===== src/rtl/id_ex_stage.sv =====
// ID/EX pipeline register with load-use hazard detection, EX operand forwarding
// from EX/MEM and MEM/WB, and a saturating count of inserted bubbles.
module id_ex_stage #(
   parameter int CNT_W = 16
) (
   input  logic             clk,
   input  logic             reset,
   input  logic             flush,
   input  logic             stallIn,
   input  logic             idValid,
   input  logic [4:0]       idRs1,
   input  logic [4:0]       idRs2,
   input  logic [4:0]       idRd,
   input  logic [31:0]      idData1,
   input  logic [31:0]      idData2,
   input  logic [31:0]      idImm,
   input  logic             idAluSrc,
   input  logic [3:0]       idAluOp,
   input  logic [3:0]       idCtrl,
   input  logic             exMemRegWrite,
   input  logic [4:0]       exMemRd,
   input  logic [31:0]      exMemResult,
   input  logic             memWbRegWrite,
   input  logic [4:0]       memWbRd,
   input  logic [31:0]      memWbResult,
   output logic             stallOut,
   output logic             exValid,
   output logic [4:0]       exRd,
   output logic [3:0]       exAluOp,
   output logic [3:0]       exCtrl,
   output logic [31:0]      data1,
   output logic [31:0]      data2,
   output logic [31:0]      imm,
   output logic             aluSrc,
   output logic [CNT_W-1:0] bubbleCount
);

   logic [4:0]  rs1_p1, rs2_p1;
   logic [31:0] raw1_p1, raw2_p1;
   logic        loadUse;
   logic        bubble;

   function automatic logic [CNT_W-1:0] sat_inc(input logic [CNT_W-1:0] c);
      return (&c) ? c : c + CNT_W'(1);
   endfunction

   // Younger producer (EX/MEM) wins; x0 is hardwired zero and never forwards.
   function automatic logic [31:0] fwd(input logic [4:0]  rs,
                                       input logic [31:0] raw,
                                       input logic        emW,
                                       input logic [4:0]  emRd,
                                       input logic [31:0] emRes,
                                       input logic        wbW,
                                       input logic [4:0]  wbRd,
                                       input logic [31:0] wbRes);
      if (emW && (emRd != 5'd0) && (emRd == rs))
         return emRes;
      else if (wbW && (wbRd != 5'd0) && (wbRd == rs))
         return wbRes;
      else
         return raw;
   endfunction

   assign loadUse  = exValid & exCtrl[2] & (exRd != 5'd0) & idValid &
                     ((exRd == idRs1) | (exRd == idRs2));
   assign stallOut = (loadUse & ~flush) | stallIn;
   assign bubble   = loadUse & ~flush & ~stallIn;

   // ID -> EX register boundary
   always_ff @(posedge clk) begin
      if (reset || flush || bubble) begin
         exValid <= 1'b0;
         exCtrl  <= 4'd0;
         exRd    <= 5'd0;
         exAluOp <= 4'd0;
         imm     <= 32'd0;
         aluSrc  <= 1'b0;
         rs1_p1  <= 5'd0;
         rs2_p1  <= 5'd0;
         raw1_p1 <= 32'd0;
         raw2_p1 <= 32'd0;
      end else if (!stallIn) begin
         exValid <= idValid;
         exCtrl  <= idValid ? idCtrl : 4'd0;
         exRd    <= idRd;
         exAluOp <= idAluOp;
         imm     <= idImm;
         aluSrc  <= idAluSrc;
         rs1_p1  <= idRs1;
         rs2_p1  <= idRs2;
         raw1_p1 <= idData1;
         raw2_p1 <= idData2;
      end

      if (reset)
         bubbleCount <= '0;
      else if (bubble)
         bubbleCount <= sat_inc(bubbleCount);
   end

   // EX operand selection from registered indices
   always_comb begin
      data1 = fwd(rs1_p1, raw1_p1, exMemRegWrite, exMemRd, exMemResult,
                  memWbRegWrite, memWbRd, memWbResult);
      data2 = fwd(rs2_p1, raw2_p1, exMemRegWrite, exMemRd, exMemResult,
                  memWbRegWrite, memWbRd, memWbResult);
   end

endmodule


===== config.mk =====
export PLATFORM = sky130hd
export DESIGN_NAME = id_ex_stage
export DESIGN_NICKNAME = d
export VERILOG_FILES = /design/src/rtl/id_ex_stage.sv
export SDC_FILE = /design/constraint.sdc
export NUM_CORES = 1
export LEC_CHECK = 0
export CAP_MARGIN = 25
export CELL_PAD_IN_SITES_DETAIL_PLACEMENT = 2
export CELL_PAD_IN_SITES_GLOBAL_PLACEMENT = 2
export CORE_UTILIZATION = 35
export DETAILED_ROUTE_END_ITERATION = 8
export DONT_BUFFER_PORTS = 1
export GPL_TIMING_DRIVEN = 0
export PLACE_DENSITY = 0.85
export SETUP_SLACK_MARGIN = 0.5
export SLEW_MARGIN = 25
export SYNTH_ARGS = -nofsm -noshare
export SYNTH_HDL_FRONTEND = slang
export SYNTH_SLANG_ARGS = --single-unit

===== constraint.sdc =====
create_clock -name clk -period 2.38 [get_ports clk]
set_input_delay 0.476 -clock clk [delete_from_list [all_inputs] [get_ports clk]]
set_output_delay 0.476 -clock clk [all_outputs]
set_load 0.005 [all_outputs]

==> out/results.tsv, run 1 <==
metric	value	unit
FP Rows	51	
global-route wire length before repair	46900	um
crit path DAT	2.13	ns
Worst Max-Slew Pin Slew	0.844	ns
Syn. warnings	0	
Layout Utilization	58.2	%
critical path launch point type	flip-flop	
commonest non-fill, non-tap cell in the layout	mux2i_1	
IO Port Bufs	0	
drt total wl	38200	um
max cap viols	0	
CP Max Fanout	10	
post-layout min period	2.61	ns
Fin. Hold Viols	0	
Total Power	6220	uW
Iter 0 DRT Violations	232	
run status	finished, violations left	
layout cell share with drive strength beyond 1	50.7	%
DRC Markers	0	
final worst slack	-0.229	ns
Hold Worst Slack	0.223	ns
cell taking the most area after synthesis	dfxtp_1	
Hold Crit Depth	2	
Post-synth EDFFs	0	
Clock Latency Late Sink	0.42	ns
Worst R2R Path Depth	9	
number of library cell types mapped by synthesis	51	
Initial Util	35.6	%
mean number of vias per cell	5.94	
Max-Slew Margin vs Limit	43.7	%
Seq/Total Area, Yosys	39.7	%
# setup viols final	64	
max-slew violations	0	
vias in the first global route	7409	
post-DP HPWL	20200	um
RSZ-0062 raised after global routing	true	
# diodes	0	
failing checks	setup timing	
PD cells	551	nW/um^2
DRT antenna net count	0	
CTS tree	built	
Worst Setup End Kind	primary output	
fillcell total	1778	
skew final	0.0113	ns
Synthesized Nets	964	
top cell type's share of synthesized area	39.7	%
leakage power figure	0.00408	uW
#FFs+latches synth	137	
routed len/inst	33.6	um
Clock Tree Buf Depth	2	
CP required	1.90	ns
routed via count	6750	
CTS buffer count	17	
die area	20300	sq um
Die W	142	um
FMAX	383	MHz
Synth area leaders	dfxtp_1 (40%), mux2i_1 (26%), nor2_1 (7.1%), o21ai_0 (4.6%), nand2_1 (3.8%)	
H-tree depth	4	
All-Layer GR Usage	31.8	%
largest net degree at the start of global routing	17	
root buf cell	clkbuf_16	
critical path type	flip-flop to primary output	
core footprint	19400	sq um
I/O Pins	329	
part of the cycle the worst path needs	110	%
final RePlAce weighted congestion	0.837	
area grow syn2layout	63.4	%
Final nets	1062	
first-pass iteration count of the detailed router	4	
Synth Flop Type	dfxtp_1	
Async SR Flop Fraction	0	%
synthesized cell area	6900	sq um
peak supply drop	0.617	mV
most frequent cells in the layout	mux2i_1 (144), nor2_4 (112), dfxtp_1 (107)	
Die Y-Extent	142	um
post-synthesis cell count	762	
Hold WC Path Type	primary input to flip-flop	
average cell area after synthesis	9.06	sq um
initial antenna violation count	0	
clock sink total	137	
clock slew at reported path FFs	0.06	ns
GRT Residual Overflow	0	
cells by family after synthesis:
logic type	count (synthesis)	synth area share (%)
simple gates	258	17.0
mux	186	27.1
flops	137	39.7
compound gates	99	8.19
buf+inv	51	3.99
xor+xnor	30	3.81
fa+ha+maj	1	0.181
power breakdown:
group / total, uW / switching (uW) / leakage [uW] / internal (uW)
combinational: 1010 / 536 / 0.00267 / 470
sequential: 2420 / 74.0 / 0.00113 / 2340
clock: 2790 / 1160 / 0.000275 / 1630
total: 6220 / 1770 / 0.00408 / 4450
sequential cells by signal, indices dropped and copies added (netlist names), 4 cells and up:
| register | count |
|---|---|
| bubbleCount | 16 |
| exRd | 5 |
| exCtrl | 4 |
| raw1_p1 | 32 |
| raw2_p1 | 32 |
| rs2_p1 | 5 |
| exAluOp | 4 |
| imm | 32 |
| rs1_p1 | 5 |
per-layer routing:
metal / vias to the layer above / wire (um) / global-route usage (%)
li1: 2868 / - / -
met2: 366 / 20100 / 59.1
met3: 119 / 3220 / 10.4
met1: 3397 / 13000 / 31.6
met4: 0 / 1850 / 15.7
met5: - / 0 / 0
per-stage QoR:
stage | instances | setup TNS, ns | cell area, sq um | setup slack (ns)
after CTS | 1113 | -4.35 | 9940 | -0.128
after floorplan | 762 | 0 | 7050 | 0.170
after global placement | 1027 | -12.27 | 7380 | -0.281
final | 1137 | -9.83 | 11300 | -0.229
after detailed placement | 1027 | -19.56 | 7380 | -0.368
after global routing | 1137 | -12.93 | 11300 | -0.276
timing repair:
action | in CTS | in global routing
hold buffers | 0 | 0
pin swaps | 139 | 48
gates resized for setup | 327 | 265
endpoints found under the setup margin | 202 | 202
setup buffers | 39 | 20
cloned | 16 | 4
final cells by class:
cell class / instances / area, sq um / share of cell area [%]
Clock buffer: 22 / 474 / 4.20
Tap cell: 265 / 332 / 2.94
Timing Repair Buffer: 79 / 1220 / 10.8
Clock inverter: 9 / 116 / 1.03
Multi-Input combinational cell: 574 / 5690 / 50.5
Buffer: 50 / 622 / 5.51
Sequential cell: 137 / 2820 / 25.0
Inverter: 1 / 3.75 / 0.0333
critical path: stages, from the launching register on:
cell and delay [ns]:
dfxtp_2 0.35, xnor2_1 0.20, nand4_1 0.21, nor3_4 0.22
buf_6 0.18, buf_12 0.16, mux2i_1 0.24, o21ai_1 0.13
path summary, 6_finish.rpt:
path	startpoint	end	slack [ns]
setup / recovery	rs2_p1[1]	data2[13]	-0.23
setup reg to reg	exRd[0]	bubbleCount[5]	0.16
hold reg to reg	bubbleCount[11]	bubbleCount[11]	0.53
hold / removal	idCtrl[0]	exCtrl[0]	0.22
Yosys cell counts (2+ instances only):
cell / n
mux2i_1: 180
dfxtp_1: 137
nor2_1: 131
nand2_1: 69
o21ai_0: 64
clkbuf_1: 30
xor2_1: 16
xnor2_1: 14
or4_1: 11
buf_2: 10
a21oi_1: 9
buf_6: 9
nor2b_1: 7
nand4_1: 6
o31ai_1: 6
a22oi_1: 4
nand3_1: 4
nor3_1: 4
o21ai_1: 4
mux2_1: 3
mux2_2: 3
nand4b_1: 3
nor4_1: 3
and3_1: 2
nand3b_1: 2
nor3_2: 2
nor4_2: 2
o21bai_1: 2
o41ai_1: 2
or2_2: 2
No activity file was read; power rests on OpenSTA's default activity.
==> inputs of run 2 (changes only) <==
- clock period: 2.38 -> 2.55 ns (I/O delays scaled with it)
==> run 2 against run 1 <==
  * The run still ends with setup timing left
  * First-iteration DRC count increased by 1.7%
  * Sequential power decreased by 7%
  * Worst setup slack improved by 0.20 ns
  * Via count decreased by 7.3%
  * Clock power decreased by 10%
  * Clock skew increased by 0.0014 ns
  * Flip-flop and latch count unchanged
==> out/results.tsv, run 2 (synthesis gave the netlist of run 1 again) <==
metric	value	unit	change
run status	finished, violations left		unchanged
failing checks	setup timing		unchanged
global-route wire length before repair	41500	um	was 46,900 um
Net Sw Frac	28.2	%	was 28.5%
clock slew at reported path FFs	0.07	ns	was 0.06 ns
Die Y-Extent	142	um	unchanged
Finished Layout Cells	1088		was 1,137
Layout Utilization	48.5	%	was 58.2%
leakage power figure	0.00349	uW	was 0.00408 uW
Seq pwr share	42.2	%	was 38.9%
IO Port Bufs	0		unchanged
DRT antenna net count	0		unchanged
die area	20300	sq um	unchanged
Hold WC Path Type	primary input to flip-flop		unchanged
CTS buffer count	17		unchanged
vias in the first global route	6876		was 7,409
FMAX	388	MHz	
largest net degree at the start of global routing	17		unchanged
Hold Worst Slack	0.230	ns	was 0.223 ns
crit path DAT	2.07	ns	was 2.13 ns
Fin. Hold Viols	0		unchanged
Clock Latency Late Sink	0.43	ns	was 0.42 ns
critical path type	primary input to primary output		was flip-flop to primary output
Post-Place Worst Slack	-0.337	ns	was -0.368 ns
routed len/inst	27.8	um	was 33.6 um
Cell Int Power	3840	uW	was 4450 uW
I/O Pins	329		unchanged
first-pass iteration count of the detailed router	4		unchanged
CP Max Fanout	8		was 10
skew final	0.0127	ns	was 0.0113 ns
Clock power frac	47.0	%	was 44.9%
# setup viols final	10		was 64
CTS Hold Bufs	0		unchanged
max cap viols	0		unchanged
post-layout min period	2.58	ns	
Worst Max-Slew Pin Slew	0.878	ns	was 0.844 ns
Die W	142	um	unchanged
All-Layer GR Usage	27.7	%	was 31.8%
Clock Tree Buf Depth	2		unchanged
Total Power	5350	uW	was 6220 uW
most frequent cells in the layout	mux2i_1 (135), nor2_1 (130), dfxtp_1 (108)		was mux2i_1 (144), nor2_4 (112), dfxtp_1 (107)
post-DP HPWL	20200	um	about the same
core footprint	19400	sq um	unchanged
peak supply drop	0.436	mV	was 0.617 mV
final worst slack	-0.0292	ns	was -0.229 ns
layout cell share with drive strength beyond 1	32.8	%	was 50.7%
combinational share of power	10.8	%	was 16.2%
Largest regs	imm: 32 flops, raw1_p1: 32 flops, raw2_p1: 32 flops		unchanged
Placed Instances	1027		unchanged
critical path launch point type	primary input		was flip-flop
Final nets	1012		was 1,062
mean number of vias per cell	5.75		was 5.94
PD cells	569	nW/um^2	was 551 nW/um^2
# diodes	0		unchanged
max-slew violations	0		unchanged
Worst Setup End Kind	primary output		unchanged
fillcell total	2019		was 1,778
area grow syn2layout	36.2	%	was 63.4%
FP Rows	51		unchanged
part of the cycle the worst path needs	101	%	
Max-Slew Margin vs Limit	41.5	%	was 43.7%
Initial Util	35.6	%	unchanged
routed via count	6256		was 6,750
H-tree depth	4		unchanged
Iter 0 DRT Violations	236		was 232
root buf cell	clkbuf_16		unchanged
clock sink total	137		unchanged
drt total wl	30200	um	was 38,200 um
multi-input gate area in the final layout	4790	sq um	was 5690 sq um
DRC Markers	0		unchanged
sequential cell area	2810	sq um	was 2820 sq um
final RePlAce weighted congestion	0.793		was 0.837
RSZ-0062 raised after global routing	true		unchanged
CTS tree	built		unchanged
CP required	2.04	ns	was 1.90 ns
initial antenna violation count	0		unchanged
switching pwr	1510	uW	was 1770 uW
commonest non-fill, non-tap cell in the layout	mux2i_1		unchanged
GRT Residual Overflow	0		unchanged
==> run 2: cell count changes in the layout (fill, tap and decap cells not counted), sizes merged, moves of 2 or more <==
cell,before,now
clkbuf,50,53
buf,100,43
clkinv,2,0
inv,2,10
==> run 2: power by group through the flow <==
| stage | Combinational, uW | Clock (uW) | Sequential [uW] |
|---|---|---|---|
| 2_1_floorplan | 351 | 0 | 2280 |
| 3_3_place_gp | 436 | 0 | 2300 |
| 3_5_place_dp | 458 | 0 | 2300 |
| 4_1_cts | 534 | 2530 | 2260 |
| 5_1_grt | 614 | 2640 | 2260 |
| 6_report | 576 | 2510 | 2260 |
==> run 2: final cells by class <==
| cell class | instances | area share, % |
|---|---|---|
| Buffer | 50 | 5.26 |
| Clock buffer | 17 | 4.52 |
| Clock inverter | 15 | 1.64 |
| Inverter | 1 | 0.0399 |
| Multi-Input combinational cell | 574 | 51.0 |
| Sequential cell | 137 | 29.9 |
| Tap cell | 265 | 3.53 |
| Timing Repair Buffer | 29 | 4.13 |
==> run 2: worst paths after layout <==
check                  startpoint         endpoint  slack, ns  depth (start not counted)
setup / recovery       memWbRd[1]         data1[3]      -0.03                          7
hold / removal        idData2[31]      raw2_p1[31]       0.23                          2
setup reg to reg          exRd[3]  bubbleCount[12]       0.50                          8
hold reg to reg   bubbleCount[11]  bubbleCount[11]       0.50                          2
==> run 2: critical path: stages <==
cell	delay (ns)
or4_4	0.52
o21ai_4	0.24
nor3_4	0.08
buf_12	0.16
clkbuf_16	0.17
mux2i_4	0.18
o21ai_2	0.18
==> run 2: repair_timing <==
item,CTS,global route
pin swaps,15,21
hold endpoints to repair,0,0
cloned,2,5
gates resized for setup,199,79
setup buffers,18,4
setup endpoints to repair,182,181
==> run 2: routing by layer <==
metal / GRT usage, % / up-vias / part of all wire, %
met4: 12.2 / 0 / 3.9
met3: 9.39 / 77 / 8.8
met1: 27.9 / 3095 / 35
met2: 51.5 / 313 / 53
li1: - / 2771 / -
met5: 0 / - / 0
==> run 2: per-stage QoR <==
step / setup TNS (ns) / area [sq um]
2_1_floorplan: 0 / 7010
3_3_place_gp: -7.53 / 7340
3_5_place_dp: -11.38 / 7340
4_1_cts: 0 / 8900
5_1_grt: -2.79 / 9400
6_report: -0.150 / 9400
